### config.mk
export PLATFORM = sky130hd
export DESIGN_NAME = wb_cmd_master
export DESIGN_NICKNAME = d
export VERILOG_FILES = /design/src/rtl/wb_cmd_master.sv
export SDC_FILE = /design/constraint.sdc
export NUM_CORES = 1
export LEC_CHECK = 0
export CAP_MARGIN = 20
export CORE_MARGIN = 2
export CORE_UTILIZATION = 28
export DETAILED_ROUTE_END_ITERATION = 16
export GPL_TIMING_DRIVEN = 0
export PLACE_DENSITY = 0.46
export SYNTH_ARGS = -nofsm -noshare
export SYNTH_HDL_FRONTEND = slang
export SYNTH_SLANG_ARGS = --single-unit
### constraint.sdc
create_clock -name wb_clk_i -period 4.1 [get_ports wb_clk_i]
set_input_delay 0.82 -clock wb_clk_i [delete_from_list [all_inputs] [get_ports wb_clk_i]]
set_output_delay 0.82 -clock wb_clk_i [all_outputs]
set_load 0.01 [all_outputs]
### src/rtl/wb_cmd_master.sv
// ============================================================================
//  Module      : wb_cmd_master
//  Description : Command-FIFO-fed Wishbone classic master, one cycle at a
//                time, with ack timeout and a registered response channel.
//  Revision    : 1.0 - initial release
// ============================================================================
`default_nettype none

module wb_cmd_master #(
   parameter int FIFO_DEPTH = 4,
   parameter int TIMEOUT    = 255
) (
   input  logic        wb_clk_i,
   input  logic        wb_rst_i,
   input  logic        cmd_valid,
   output logic        cmd_ready,
   input  logic        cmd_we,
   input  logic [3:0]  cmd_sel,
   input  logic [31:0] cmd_adr,
   input  logic [31:0] cmd_dat,
   output logic        wbm_cyc_o,
   output logic        wbm_stb_o,
   output logic        wbm_we_o,
   output logic [3:0]  wbm_sel_o,
   output logic [31:0] wbm_adr_o,
   output logic [31:0] wbm_dat_o,
   input  logic        wbm_ack_i,
   input  logic [31:0] wbm_dat_i,
   output logic        rsp_valid,
   input  logic        rsp_ready,
   output logic [31:0] rsp_dat,
   output logic        rsp_err,
   output logic        rsp_we,
   output logic        busy
);

   localparam int         AW        = $clog2(FIFO_DEPTH);
   localparam logic [AW:0] FULL_CNT = (AW+1)'(FIFO_DEPTH);
   localparam logic [7:0] TMO_LIMIT = 8'(TIMEOUT);

   typedef enum logic [1:0] {
      S_IDLE = 2'd0,
      S_BUS  = 2'd1,
      S_RESP = 2'd2
   } state_t;

   typedef struct packed {
      logic        we;
      logic [3:0]  sel;
      logic [31:0] adr;
      logic [31:0] dat;
   } cmd_t;

   cmd_t          fifo_q [FIFO_DEPTH];
   logic [AW-1:0] wr_ptr_q, wr_ptr_d, rd_ptr_q, rd_ptr_d;
   logic [AW:0]   count_q, count_d;
   state_t        state_q, state_d;
   logic [7:0]    tmo_q, tmo_d;
   cmd_t          bus_q, bus_d;
   logic          cyc_q, cyc_d;
   logic          rsp_valid_q, rsp_valid_d;
   logic [31:0]   rsp_dat_q, rsp_dat_d;
   logic          rsp_err_q, rsp_err_d;
   logic          rsp_we_q, rsp_we_d;
   logic          push, pop;

   assign cmd_ready = (count_q != FULL_CNT);
   assign push      = cmd_valid && cmd_ready;
   assign pop       = (state_q == S_IDLE) && (count_q != '0);

   // Read data is zeroed on entry so the bus never carries stale write data.
   always_ff @(posedge wb_clk_i) begin
      if (push) begin
         fifo_q[wr_ptr_q] <= {cmd_we, cmd_sel, cmd_adr, (cmd_we ? cmd_dat : 32'h0)};
      end
   end

   always_ff @(posedge wb_clk_i or posedge wb_rst_i) begin
      if (wb_rst_i) begin
         wr_ptr_q    <= '0;
         rd_ptr_q    <= '0;
         count_q     <= '0;
         state_q     <= S_IDLE;
         tmo_q       <= '0;
         bus_q       <= '0;
         cyc_q       <= 1'b0;
         rsp_valid_q <= 1'b0;
         rsp_dat_q   <= '0;
         rsp_err_q   <= 1'b0;
         rsp_we_q    <= 1'b0;
      end else begin
         wr_ptr_q    <= wr_ptr_d;
         rd_ptr_q    <= rd_ptr_d;
         count_q     <= count_d;
         state_q     <= state_d;
         tmo_q       <= tmo_d;
         bus_q       <= bus_d;
         cyc_q       <= cyc_d;
         rsp_valid_q <= rsp_valid_d;
         rsp_dat_q   <= rsp_dat_d;
         rsp_err_q   <= rsp_err_d;
         rsp_we_q    <= rsp_we_d;
      end
   end

   always_comb begin
      wr_ptr_d    = wr_ptr_q;
      rd_ptr_d    = rd_ptr_q;
      count_d     = count_q;
      state_d     = state_q;
      tmo_d       = tmo_q;
      bus_d       = bus_q;
      cyc_d       = cyc_q;
      rsp_valid_d = rsp_valid_q;
      rsp_dat_d   = rsp_dat_q;
      rsp_err_d   = rsp_err_q;
      rsp_we_d    = rsp_we_q;

      if (push) wr_ptr_d = wr_ptr_q + 1'b1;
      if (pop)  rd_ptr_d = rd_ptr_q + 1'b1;
      case ({push, pop})
         2'b10:   count_d = count_q + 1'b1;
         2'b01:   count_d = count_q - 1'b1;
         default: count_d = count_q;
      endcase

      case (state_q)
         S_IDLE: begin
            if (pop) begin
               bus_d   = fifo_q[rd_ptr_q];
               cyc_d   = 1'b1;
               tmo_d   = '0;
               state_d = S_BUS;
            end
         end
         S_BUS: begin
            // Ack is tested first so it wins over a coincident timeout.
            if (wbm_ack_i) begin
               cyc_d       = 1'b0;
               rsp_dat_d   = bus_q.we ? 32'h0 : wbm_dat_i;
               rsp_err_d   = 1'b0;
               rsp_we_d    = bus_q.we;
               rsp_valid_d = 1'b1;
               state_d     = S_RESP;
            end else if (tmo_q == TMO_LIMIT) begin
               cyc_d       = 1'b0;
               rsp_dat_d   = 32'h0;
               rsp_err_d   = 1'b1;
               rsp_we_d    = bus_q.we;
               rsp_valid_d = 1'b1;
               state_d     = S_RESP;
            end else begin
               tmo_d = tmo_q + 8'd1;
            end
         end
         S_RESP: begin
            if (rsp_ready) begin
               rsp_valid_d = 1'b0;
               state_d     = S_IDLE;
            end
         end
         default: state_d = S_IDLE;
      endcase
   end

   assign wbm_cyc_o = cyc_q;
   assign wbm_stb_o = cyc_q;
   assign wbm_we_o  = bus_q.we;
   assign wbm_sel_o = bus_q.sel;
   assign wbm_adr_o = bus_q.adr;
   assign wbm_dat_o = bus_q.dat;
   assign rsp_valid = rsp_valid_q;
   assign rsp_dat   = rsp_dat_q;
   assign rsp_err   = rsp_err_q;
   assign rsp_we    = rsp_we_q;
   assign busy      = (count_q != '0) || (state_q != S_IDLE);

endmodule

`default_nettype wire

==> results.txt, run 1 <==
status -> complete, no violations
FILL cells -> 4945
core area -> 52660 um2
Crit Path Class -> flip-flop to flip-flop
Die H -> 234.8 um
worst-margin pin slew -> 0.7247 ns
syn_area_per_cell -> 17.22 um2
H-tree Lvls -> 2
Final GP Congestion -> 0.7114
Fin. Hold Viols -> 0
RSZ-0062 raised after global routing -> false
clk sinks -> 398
Slew headroom -> 51.69%
1st-iter DRT viols -> 423
DP Wirelength -> 22.98 mm
Reg power frac -> 39.7%
CTS-repair resized insts -> 0
Synthesis Warnings -> 0
final setup margin -> 1.095 ns
Synth Register Bits -> 398
Die Wd -> 234.8 um
CTS buffer count -> 46
Via density -> 4.425
Post-Synth Adder-Cell Area -> 0.6375%
synthesized net count -> 979
commonest non-fill, non-tap cell in the layout -> edfxtp_1
Worst EP required -> 4.55 ns
synthesis-to-finish area growth -> 31.43%
Final nets -> 1245
Int Pwr -> 10280 uW
post-synthesis compound-gate area fraction -> 2.852%
DP Area -> 18070 um2
final core utilization -> 37.23%
Crit path arrival time -> 3.45 ns
vias in the first global route -> 8796
Leak -> 0.007328 uW
CP Max Fanout -> 10
root buf cell -> clkbuf_16
post-synth design cell area -> 14920 um2
Clk network pwr share -> 27.5%
Worst Hold Slack -> 0.4718 ns
# hold bufs at CTS -> 0
Max Clk Rate -> 332.7 MHz
Post-Syn Instances -> 866
share of cells above drive strength 1 -> 14.37%
port buffer count -> 213
clock skew -> 0.01789 ns
IO Pins -> 214
# Post-CTS Setup Buffers -> 0
Worst setup SP type -> flip-flop
DRC viols -> 0
routed wire length -> 36.38 mm
Place WS -> 0.9374 ns
Initial Util -> 28.33%
Post-Synth Simple-Gate Area -> 7.876%
Vias -> 8227
critical path endpoint category -> flip-flop
die area -> 55140 um2
Sw Ratio -> 30.91%
Routed Antenna Nets -> 0
Final Setup Violations -> 0
Synth cell types -> 42
initial antenna violation count -> 2
Max Slew Vio Count -> 0
Worst VDD drop -> 292.1 uV
GRT Total Usage -> 13.34%
commonest cells after routing, fill and taps aside -> 276 x edfxtp_1, 213 x nand2_1, 213 x clkdlybuf4s50_1
crit path time final -> 3.005 ns
first-pass GRT wire length -> 56.01 mm
CTS tree -> yes
total power -> 14880 uW
row cnt -> 84
largest net degree at the start of global routing -> 83
CTS Buffer Depth -> 3
final period utilization -> 73.30%
Logic pwr share -> 32.8%
drt first pass iters -> 4
pwr dens -> 759.1 nW/um2
DR WL/cell -> 19.57 um
Seq/Total Area, Yosys -> 76.03%
Hold Crit Class -> flip-flop to flip-flop
Synth Area in XOR/XNOR -> 0.3523%
GRT overflow -> 0
Worst-Skew Late Latency -> 0.56 ns
Max-Cap Viols -> 0
post-synthesis mux area share -> 10.70%
sw power -> 4601 uW
Final Cell Area -> 19610 um2
Clock Pin Slew Worst Setup and Hold Paths -> 0.06 ns
main combinational cell family by area after synthesis -> multiplexers
==> path summary, 6_finish.rpt <==
kind                               startpoint            end  slack (ns)  cells after the start
worst min-delay path            wbm_dat_o[13]  wbm_dat_o[13]        0.47                      2
max in group asynchronous            wb_rst_i  wbm_dat_o[15]        2.62                      3
min in group asynchronous            wb_rst_i  wbm_adr_o[10]        0.65                      2
worst max-delay path               count_q[0]     count_q[2]        1.09                     11
worst max register to register     count_q[0]     count_q[2]        1.09                     11
worst min register to register  wbm_dat_o[13]  wbm_dat_o[13]        0.47                      2
==> synthesized netlist by cell type, drive strengths merged <==
library cell / count / area (um2)
dfrtp: 122 / 3053
nor3b: 1 / 7.510
o31ai: 1 / 7.510
nor2b: 1 / 6.260
xor2: 2 / 17.52
nor2: 4 / 15.01
buf: 24 / 115.1
a21oi: 2 / 10.01
xnor2: 4 / 35.03
nand2b: 2 / 12.51
a22o: 33 / 289.0
a21o: 1 / 7.510
edfxtp: 276 / 8288
a211o: 2 / 17.52
o211ai: 1 / 7.510
or3: 1 / 6.260
and3b: 1 / 8.760
mux4: 69 / 1554
and3: 5 / 31.28
or3b: 1 / 8.760
o21a: 1 / 7.510
mux2: 2 / 22.52
nand2: 213 / 799.5
o41ai: 1 / 8.760
nor3: 4 / 20.02
a31oi: 2 / 12.51
ha: 6 / 75.07
mux2i: 2 / 20.02
o21ai: 7 / 38.79
fa: 1 / 20.02
nand3: 5 / 25.02
and2: 34 / 215.2
inv: 12 / 45.04
nand4: 2 / 12.51
o21bai: 1 / 18.77
or2: 1 / 6.260
clkbuf: 19 / 71.32
==> power by group through the flow <==
stage               sequential (uW)  clock, uW  combinational, uW
floorplan                      6160          0               2550
global placement               6050          0               4970
detailed placement             5990          0               5070
CTS                            5920       4240               5090
global route                   6020       4390               5410
finish                         5900       4090               4890
==> area by class of cell <==
| cell class | instances | area [um2] | share of cell area [%] |
|---|---|---|---|
| well taps | 688 | 860.8 | 4.391 |
| clock inverters | 13 | 135.1 | 0.6893 |
| inverters | 12 | 50.05 | 0.2553 |
| clock buffers | 72 | 1393 | 7.103 |
| plain buffers | 43 | 186.4 | 0.9509 |
| flip-flops and latches | 398 | 11340 | 57.85 |
| repair buffers | 218 | 2270 | 11.58 |
| diodes | 2 | 5.005 | 0.02553 |
| multi-input cells | 413 | 3364 | 17.16 |
==> registers in the layout, summed over array words and instances, names as in the netlist <==
signal	cells
fifo_q	276
rsp_dat	32
wbm_adr_o	32
wbm_dat_o	32
tmo_q	8
wbm_sel_o	4
count_q	3
rd_ptr_q	2
state_q	2
wr_ptr_q	2
rsp_err	1
rsp_valid	1
rsp_we	1
wbm_cyc_o	1
wbm_we_o	1
==> metrics by stage <==
| step | setup TNS (ns) | std cells |
|---|---|---|
| after floorplan | 0 | 866 |
| after global placement | -584.17 | 1767 |
| after detailed placement | 0 | 1772 |
| after CTS | 0 | 1857 |
| after global routing | 0 | 1857 |
| final | 0 | 1859 |
==> per-layer routing <==
layer  share of wire [%]  vias up  track usage, %
met2                  47      212           21.37
met4                 2.1        2           4.066
li1                    -     3758               -
met3                 4.5       52           2.878
met1                  46     4203           18.19
met5               0.033        -               0
==> critical path, cell delays in order, from the launching register on <==
cell      delay [ns]
dfrtp_1         0.40
nor3_1          0.39
nand2b_1        0.16
buf_2           0.40
inv_2           0.27
clkbuf_1        0.35
ha_1            0.31
inv_1           0.07
fa_1            0.18
xor2_1          0.15
nor2_1          0.06
xor2_1          0.13
==> kinds of logic (layout without fill, tap and decap cells) <==
logic type / count (synthesis) / count (layout)
compound gates: 52 / 52
xor+xnor: 6 / 6
fa+ha+maj: 7 / 7
buf+inv: 55 / 358
flops: 398 / 398
mux: 73 / 73
other cells: 0 / 2
simple gates: 275 / 275
(Power assumes the default switching activity.)
==> run 2: changes to the inputs <==
--- a/config.mk
+++ b/config.mk
@@ -10,7 +10,7 @@
 export CORE_UTILIZATION = 28
 export DETAILED_ROUTE_END_ITERATION = 16
 export GPL_TIMING_DRIVEN = 0
-export PLACE_DENSITY = 0.46
+export PLACE_DENSITY = 0.45
 export SYNTH_ARGS = -nofsm -noshare
 export SYNTH_HDL_FRONTEND = slang
 export SYNTH_SLANG_ARGS = --single-unit
==> constraint.sdc (replaced) <==
create_clock -name wb_clk_i -period 3.1 [get_ports wb_clk_i]
set_input_delay 0.62 -clock wb_clk_i [delete_from_list [all_inputs] [get_ports wb_clk_i]]
set_output_delay 0.62 -clock wb_clk_i [all_outputs]
set_load 0.01 [all_outputs]
==> run 2 against run 1 <==
Net effect: total power rose by 31%; sequential share of layout area up 0.056 points; combinational power up 33%; sequential power increased by 32%.
==> results.txt, run 2 (same netlist as run 1, synthesis figures left out) <==
pwr dens -> 999.0 nW/um2 (+32%)
CTS-repair resized insts -> 0 (unchanged)
largest net degree at the start of global routing -> 47 (-43%)
share of cells above drive strength 1 -> 15.23% (+0.86 points)
Slew headroom -> 39.45% (-12 points)
1st-iter DRT viols -> 422 (-0.24%)
Max Slew Vio Count -> 0 (unchanged)
Worst Hold Slack -> 0.4714 ns (-0.0003590 ns)
port buffer count -> 213 (unchanged)
Slowest cell on crit path -> inv_2
setup TNS -> 0 ns (unchanged)
CTS tree -> yes
root buf cell -> clkbuf_16
worst hold start -> wbm_sel_o[0]
CTS Buffer Depth -> 3 (unchanged)
Final GP Congestion -> 0.7083 (-0.44%)
critical path endpoint category -> flip-flop
clk sinks -> 398 (unchanged)
Vias -> 8167 (-0.73%)
DP Wirelength -> 23.19 mm (+0.92%)
drt first pass iters -> 4 (unchanged)
IO Pins -> 214 (unchanged)
row cnt -> 84 (unchanged)
R2R Path Start -> state_q[1]
Max-Cap Viols -> 0 (unchanged)
die area -> 55140 um2 (unchanged)
Worst VDD drop -> 450.1 uV (+54%)
total power -> 19570 uW (+31%)
routed wire length -> 36.49 mm (+0.31%)
Reg with most FFs -> fifo_q
DR WL/cell -> 19.64 um (+0.36%)
clock skew -> 0.01126 ns (-0.006632 ns)
final core utilization -> 37.20% (about the same)
# Post-CTS Setup Buffers -> 0 (unchanged)
vias in the first global route -> 8788 (-0.091%)
Die Wd -> 234.8 um (unchanged)
H-tree Lvls -> 2 (unchanged)
slowest stage delay, CP -> 0.44 ns (+0.04 ns)
Final Setup Violations -> 0 (unchanged)
CP Max Fanout -> 18 (+8)
Final Cell Area -> 19590 um2 (about the same)
Crit Path Class -> flip-flop to flip-flop
Fin. Hold Viols -> 0 (unchanged)
commonest non-fill, non-tap cell in the layout -> edfxtp_1
Worst setup SP type -> flip-flop
Worst-Skew Late Latency -> 0.56 ns (about the same)
synthesis-to-finish area growth -> 31.30% (about the same)
CTS buffer count -> 45 (-2.2%)
Worst EP required -> 3.57 ns (-0.98 ns)
Hold Crit Class -> flip-flop to flip-flop
Clock Pin Slew Worst Setup and Hold Paths -> 0.06 ns (about the same)
commonest cells after routing, fill and taps aside -> 276 x edfxtp_1, 213 x nand2_1, 213 x clkdlybuf4s50_1
RSZ-0062 raised after global routing -> false
final period utilization -> 81.34% (+8.0 points)
core area -> 52660 um2 (unchanged)
Initial Util -> 28.33% (unchanged)
max reg flops -> 276 (unchanged)
CP startpoint -> state_q[1]
status -> complete, no violations
first-pass GRT wire length -> 55.84 mm (-0.30%)
worst-margin pin slew -> 0.9083 ns (+0.1836 ns)
Routed Antenna Nets -> 0 (unchanged)
Leak -> 0.007330 uW (about the same)
crit path time final -> 2.522 ns (-0.4838 ns)
DP Area -> 18100 um2 (+0.17%)
DRC viols -> 0 (unchanged)
Crit path arrival time -> 3.00 ns (-0.45 ns)
GRT overflow -> 0 (unchanged)
initial antenna violation count -> 3 (+1)
CP cell instances -> nor2_1 -> nand2b_1 -> buf_2 -> inv_2 -> ha_1 -> inv_1 -> fa_1 -> xor2_1 -> nor2_1 -> xor2_1
GRT Total Usage -> 13.37% (+0.025 points)
Final nets -> 1245 (unchanged)
Max Clk Rate -> 396.6 MHz (+19%)
Via density -> 4.396 (-0.68%)
Die H -> 234.8 um (unchanged)
==> run 2: cell types whose count changed in the layout (fill, tap and decap cells not counted), moves of 2 or more <==
cell / delta
clkinv_2: +8
clkbuf_1: -7
buf_12: +3
clkinv_1: -3
clkbuf_16: -2
clkinvlp_4: +2
==> run 2: layout make-up <==
class,instances,area [um2]
Fill cell,4890,33070
Sequential cell,398,11340
Multi-Input combinational cell,413,3364
Timing Repair Buffer,220,2302
Clock buffer,65,1334
Tap cell,688,860.8
Buffer,42,182.7
Clock inverter,19,150.1
Inverter,12,48.80
Antenna cell,1,2.502
==> run 2: repair_timing <==
action / CTS / global route
hold endpoints to repair: 0 / 0
hold buffers: 0 / 0
endpoints found under the setup margin: 1 / 0
==> run 2: worst paths after layout <==
check / end / slack (ns) / depth (start not counted)
min in group asynchronous: rsp_dat[10] / 0.56 / 2
worst min register to register: wbm_sel_o[0] / 0.47 / 2
worst max-delay path: count_q[2] / 0.58 / 10
worst min-delay path: wbm_sel_o[0] / 0.47 / 2
max in group asynchronous: wbm_adr_o[3] / 1.63 / 4
worst max register to register: count_q[2] / 0.58 / 10
==> run 2: through the flow <==
step | setup WS, ns | std cells
2_1_floorplan | 0.3333 | 866
4_1_cts | 0.4941 | 1857
3_5_place_dp | 0.02117 | 1774
3_3_place_gp | -1.918 | 1767
5_1_grt | 0.3580 | 1857
6_report | 0.5784 | 1858
==> run 2: critical path: cells and delay by family (launching register included) <==
kind,cells,cell delay (ns)
DFF,1,0.41
adders and majority gates,2,0.65
and+or+nand+nor,3,0.34
xor gates and xnor gates,2,0.30
buffers and inverters,3,0.73
==> run 2: per-layer routing <==
layer  global-route usage (%)  share of wire (%)  vias to the layer above
met5                        0              0.069                        -
met2                    21.34                 46                      224
met1                    18.27                 46                     4118
li1                         -                  -                     3760
met4                    4.085                2.1                        4
met3                    2.925                5.2                       61
==> run 2: power breakdown <==
part / internal, uW / switching, uW / leakage [uW]
combinational: 3020 / 3460 / 0.00252
sequential: 7260 / 553 / 0.00408
clock: 3150 / 2120 / 0.000735
